--- config.mk ---
export PLATFORM = sky130hd
export DESIGN_NAME = fb_mem_arbiter
export DESIGN_NICKNAME = d
export VERILOG_FILES = /design/src/rtl/fb_mem_arbiter.sv
export SDC_FILE = /design/constraint.sdc
export NUM_CORES = 1
export LEC_CHECK = 0
export CAP_MARGIN = 15
export CORE_UTILIZATION = 44
export DETAILED_ROUTE_END_ITERATION = 10
export PLACE_DENSITY = 0.8
export SLEW_MARGIN = 40
export SYNTH_ARGS = -nofsm -noshare
export SYNTH_HDL_FRONTEND = slang
export SYNTH_SLANG_ARGS = --single-unit
--- constraint.sdc ---
create_clock -name clk -period 1.8 [get_ports clk]
set_input_delay 0.27 -clock clk [delete_from_list [all_inputs] [get_ports clk]]
set_output_delay 0.27 -clock clk [all_outputs]
set_load 0.02 [all_outputs]
--- src/rtl/fb_mem_arbiter.sv ---
// PSRAM sequencer for the 8-bit framebuffer: scanout reads win over pixel writes,
// which are slotted into idle gaps. Every memory pin is driven straight from a flop.
module fb_mem_arbiter #(
    parameter int RD_CYCLES = 8,
    parameter int WR_CYCLES = 7
) (
    input  logic        clk,
    input  logic        reset,
    input  logic        rd_req,
    input  logic [14:0] rd_addr,
    output logic [7:0]  rd_data,
    output logic        rd_valid,
    output logic        rd_overrun,
    input  logic        wr_valid,
    output logic        wr_ready,
    input  logic [14:0] wr_addr,
    input  logic [7:0]  wr_data,
    output logic [14:0] mem_adr,
    output logic [15:0] mem_db_out,
    output logic        mem_db_oe,
    input  logic [15:0] mem_db_in,
    output logic        mem_cs_n,
    output logic        mem_oe_n,
    output logic        mem_we_n,
    output logic        mem_lb_n,
    output logic        mem_ub_n
);

    localparam logic [7:0] RD_LOAD = 8'(RD_CYCLES - 1);
    localparam logic [7:0] WR_LOAD = 8'(WR_CYCLES - 1);

    typedef enum logic [2:0] {
        S_IDLE     = 3'd0,
        S_RD       = 3'd1,
        S_WR_SETUP = 3'd2,
        S_WR_PULSE = 3'd3,
        S_WR_HOLD  = 3'd4
    } state_t;

    state_t      r_state;
    state_t      w_state_next;
    logic [7:0]  r_cnt;
    logic [7:0]  w_cnt_next;

    logic        r_pend_valid;
    logic [14:0] r_pend_addr;

    logic        w_in_idle;
    logic        w_rd_start;
    logic        w_wr_start;
    logic        w_rd_done;
    logic        w_pend_load;
    logic [14:0] w_rd_start_addr;

    logic        w_cs_n_next;
    logic        w_oe_n_next;
    logic        w_we_n_next;
    logic        w_lb_n_next;
    logic        w_ub_n_next;
    logic        w_db_oe_next;

    logic        r_cs_n;
    logic        r_oe_n;
    logic        r_we_n;
    logic        r_lb_n;
    logic        r_ub_n;
    logic        r_db_oe;
    logic [14:0] r_adr;
    logic [15:0] r_db_out;
    logic [7:0]  r_rd_data;
    logic        r_rd_valid;
    logic        r_overrun;

    assign w_in_idle       = (r_state == S_IDLE);
    assign w_rd_start      = w_in_idle && (r_pend_valid || rd_req);
    assign w_rd_start_addr = r_pend_valid ? r_pend_addr : rd_addr;
    assign w_rd_done       = (r_state == S_RD) && (r_cnt == 8'd0);
    assign wr_ready        = w_in_idle && !r_pend_valid && !rd_req;
    assign w_wr_start      = wr_valid && wr_ready;
    // Park the request unless IDLE is launching it directly this very cycle
    assign w_pend_load     = rd_req && !(w_in_idle && !r_pend_valid);

    always_ff @(posedge clk) begin
        if (reset) begin
            r_state <= S_IDLE;
            r_cnt   <= 8'd0;
        end else begin
            r_state <= w_state_next;
            r_cnt   <= w_cnt_next;
        end
    end

    always_comb begin
        w_state_next = r_state;
        w_cnt_next   = r_cnt;
        case (r_state)
            S_IDLE: begin
                if (w_rd_start) begin
                    w_state_next = S_RD;
                    w_cnt_next   = RD_LOAD;
                end else if (w_wr_start) begin
                    w_state_next = S_WR_SETUP;
                end
            end
            S_RD: begin
                if (r_cnt == 8'd0) begin
                    w_state_next = S_IDLE;
                end else begin
                    w_cnt_next = r_cnt - 8'd1;
                end
            end
            S_WR_SETUP: begin
                w_state_next = S_WR_PULSE;
                w_cnt_next   = WR_LOAD;
            end
            S_WR_PULSE: begin
                if (r_cnt == 8'd0) begin
                    w_state_next = S_WR_HOLD;
                end else begin
                    w_cnt_next = r_cnt - 8'd1;
                end
            end
            S_WR_HOLD: begin
                w_state_next = S_IDLE;
            end
            default: begin
                w_state_next = S_IDLE;
            end
        endcase
    end

    // Strobes are decoded from the upcoming state so the pins change with the state flop
    always_comb begin
        w_cs_n_next  = 1'b1;
        w_oe_n_next  = 1'b1;
        w_we_n_next  = 1'b1;
        w_lb_n_next  = 1'b1;
        w_ub_n_next  = 1'b1;
        w_db_oe_next = 1'b0;
        case (w_state_next)
            S_RD: begin
                w_cs_n_next = 1'b0;
                w_oe_n_next = 1'b0;
                w_lb_n_next = 1'b0;
            end
            S_WR_SETUP, S_WR_HOLD: begin
                w_cs_n_next  = 1'b0;
                w_lb_n_next  = 1'b0;
                w_db_oe_next = 1'b1;
            end
            S_WR_PULSE: begin
                w_cs_n_next  = 1'b0;
                w_we_n_next  = 1'b0;
                w_lb_n_next  = 1'b0;
                w_db_oe_next = 1'b1;
            end
            default: begin
                w_cs_n_next = 1'b1;
            end
        endcase
    end

    always_ff @(posedge clk) begin
        if (reset) begin
            r_cs_n  <= 1'b1;
            r_oe_n  <= 1'b1;
            r_we_n  <= 1'b1;
            r_lb_n  <= 1'b1;
            r_ub_n  <= 1'b1;
            r_db_oe <= 1'b0;
        end else begin
            r_cs_n  <= w_cs_n_next;
            r_oe_n  <= w_oe_n_next;
            r_we_n  <= w_we_n_next;
            r_lb_n  <= w_lb_n_next;
            r_ub_n  <= w_ub_n_next;
            r_db_oe <= w_db_oe_next;
        end
    end

    always_ff @(posedge clk) begin
        if (reset) begin
            r_adr        <= 15'd0;
            r_db_out     <= 16'd0;
            r_rd_data    <= 8'd0;
            r_rd_valid   <= 1'b0;
            r_overrun    <= 1'b0;
            r_pend_valid <= 1'b0;
            r_pend_addr  <= 15'd0;
        end else begin
            r_rd_valid <= w_rd_done;
            if (w_rd_done) begin
                r_rd_data <= mem_db_in[7:0];
            end
            if (w_rd_start) begin
                r_adr <= w_rd_start_addr;
            end else if (w_wr_start) begin
                r_adr    <= wr_addr;
                r_db_out <= {8'h00, wr_data};
            end
            if (w_pend_load) begin
                r_pend_valid <= 1'b1;
                r_pend_addr  <= rd_addr;
            end else if (w_rd_start) begin
                r_pend_valid <= 1'b0;
            end
            // Newest request overwrites a still-waiting one; the older one is lost
            if (rd_req && r_pend_valid && !w_rd_start) begin
                r_overrun <= 1'b1;
            end
        end
    end

    assign rd_data    = r_rd_data;
    assign rd_valid   = r_rd_valid;
    assign rd_overrun = r_overrun;
    assign mem_adr    = r_adr;
    assign mem_db_out = r_db_out;
    assign mem_db_oe  = r_db_oe;
    assign mem_cs_n   = r_cs_n;
    assign mem_oe_n   = r_oe_n;
    assign mem_we_n   = r_we_n;
    assign mem_lb_n   = r_lb_n;
    assign mem_ub_n   = r_ub_n;

endmodule

==> metrics.txt <==
outcome finished, final reports clean; Synth Flop Type dfxtp_1; number of diodes 0; area grow syn2layout 43.6%; worst reg-to-reg path cell count 6; Worst Setup Path Type reg2reg; post-synthesis sequential area ratio 46.3%; Critical path origin r_cnt[1]; cell taking the most area after synthesis dfxtp_1; XOR/XNOR share of the synthesized area 0%; clock sink total 64; htree depth 3; Slew headroom 64.7%; crit-path max cell delay 0.41 ns; Required @ worst endpoint 2.08 ns; RR Endpoint r_cnt[4]; Initial DRT Pass Iterations 4; CP delay by family, top simple AND/OR/NAND/NOR gates; WP buf/inv 1; Final setup viols 0; Peak VDD IR 0.000558 V; Leak Pwr 0.00157 uW; max-cap viol count 0; worst setup path end r_cnt[4]; total number of vias 2,602; Hold Fails Final Rpt 0; post-synthesis async set-or-reset flop share 0%; Hold Path Depth 2; adder-cell area share of the yosys netlist 0.452%; vias in the first global route 2,414; count of pins over their slew limit 0; post-synthesis instance total 320; worst reg2reg startpoint r_cnt[1]; post-synthesis simple-gate area fraction 21.9%; final core utilization 66.4%; Setup WS post-layout 0.0779 ns; Yosys top cell area share 46.3%; initial drt markers 112; Die ar. 6620 um2; Final ANT Viol Nets 0; Final min period 1.72 ns; Synth area leaders dfxtp_1 (46%), nand2_1 (7.3%), mux2_2 (6.5%); DP Worst Slack -0.159 ns; FMAX 581 MHz; post-route design area 3980 um2; skew final 0.00942 ns; first-pass GRT wire length 10.7 mm; Rows 28; HPWL Detailed 4.78 mm; EDFF count, synth 0; setup slack, reg-to-reg 0.08 ns; clk_lat worst skew 0.35 ns; Worst-path clk slew 0.07 ns; cell area after synthesis 2770 um2; worst slew pin tran 0.524 ns; mux cell area share after synthesis 9.39%; crit share post-route 95.7%; highest-delay cell along the critical path or4_1; Clock Tree Root clkbuf_8; main combinational cell family by area after synthesis simple AND/OR/NAND/NOR gates; Worst EP arrival 2.00 ns; Seq cells post-synth 64; Cell Chain, Critical Path inv_2, ha_4, nor4b_4, a211o_4, or4_1, a21oi_1; layout cells sized above 1 15.0%; vias per inst 5.27; maximum clock insertion buffer count 2; I/O Buffers 88; Worst Setup End Kind register; Initial Utilization 46.2%; WL/cell 14.1 um; Die W 81.3 um; PwrDens 1100 nW/um2; synth cell count leaders dfxtp_1 (64), nand2_1 (54), nor2_1 (32); crit start category register; CTS buffer count 9; grt ovf 0; Synth Area in Compound Gates 13.6%; FILL cells 491; Die Y 81.3 um; Placed Area 3740 um2; largest net degree at the start of global routing 27; initial antenna violation count 0; yosys warns 0; Nets 474; Worst Hold Class in2reg; Crit. path cell count 6; Critical Path Fanout Max 6; I/O pin total 106; # DRC 0; RePlAce Congestion 0.797; CTS tree yes; Post-Synthesis Mean Instance Area 8.66 um2; top-count cell post-synth dfxtp_1; Synth cell types 35; Total GRT Usage 21.5%; drt total wl 6.97 mm; floorplan core area 5990 um2
[through the flow]
stage / hold slack, ns / instances / power, uW / setup TNS (ns)
2_1_floorplan: 0.406 / 327 / 2550 / 0
3_3_place_gp: 0.438 / 477 / 3010 / -0.967
3_5_place_dp: 0.445 / 477 / 3040 / -1.71
4_1_cts: 0.323 / 492 / 4350 / 0
5_1_grt: 0.354 / 494 / 4600 / -0.0199
6_report: 0.341 / 494 / 4370 / 0
[registers in the layout (all words and copies together) (netlist names)]
register / cells
rd_valid: 1
mem_db_out: 8
mem_db_oe: 1
r_pend_valid: 1
r_state: 3
mem_adr: 15
rd_overrun: 1
mem_lb_n: 1
r_pend_addr: 15
mem_we_n: 1
rd_data: 8
r_cnt: 8
mem_oe_n: 1
[cell families after synthesis]
family / after synthesis
simple gates: 128
buf+inv: 38
flops: 64
compound gates: 63
mux: 24
fa+ha+maj: 1
other cells: 2
[per-layer routing]
layer / global-route usage (%) / part of all wire [%] / up-vias
li1: - / - / 1275
met1: 24.1 / 42 / 1234
met2: 37.0 / 51 / 77
met3: 6.63 / 5.6 / 16
met4: 9.82 / 1.8 / 0
met5: 0 / 0 / -
[what timing repair did]
action	4_1_cts	5_1_grt
endpoints found under the setup margin	2	10
pin swaps	0	2
buffers inserted	0	1
hold buffers	0	0
gates resized for setup	5	6
gates cloned	0	1
[power by group]
group          internal (uW)  total [uW]  switching [uW]
Sequential              1590        1710             115
Combinational            683        1360             676
Clock                    768        1300             533
Total                   3040        4370            1320
[cells in the final DEF (no fill, tap or decap), drive strengths merged, types with 2 or more instances in the layout]
cell	synthesis	layout
a211o	1	2
clkinv	0	2
nand2b	2	2
clkbuf	7	11
conb	2	9
nand3	3	3
nand2	54	54
mux2i	8	8
mux2	16	16
bufinv	0	2
inv	6	6
o21ai	9	9
nor3	23	23
clkdlybuf4s50	0	86
buf	25	22
a21oi	31	31
a31oi	2	2
o22ai	15	15
or3	7	7
nor2	33	33
dfxtp	64	64
nor4b	3	3
[worst min-delay path by stage]
stage / startpoint / to / slack [ns]
6_report: reset / rd_overrun / 0.34
5_1_grt: reset / rd_overrun / 0.35
4_1_cts: reset / rd_overrun / 0.32
3_5_place_dp: r_pend_addr[9] / r_pend_addr[9] / 0.45
3_3_place_gp: r_pend_addr[13] / r_pend_addr[13] / 0.44
2_1_floorplan: rd_addr[0] / r_pend_addr[0] / 0.41
[final cells by class]
| class | count | area, um2 | share of cell area [%] |
|---|---|---|---|
| Multi-Input combinational cell | 226 | 1320 | 33.2 |
| Timing Repair Buffer | 108 | 1060 | 26.6 |
| Clock inverter | 4 | 70.1 | 1.76 |
| Clock buffer | 11 | 131 | 3.30 |
| Sequential cell | 64 | 1280 | 32.2 |
| Inverter | 6 | 22.5 | 0.566 |
| Tap cell | 75 | 93.8 | 2.36 |
Power figures use the tool's default switching activity.
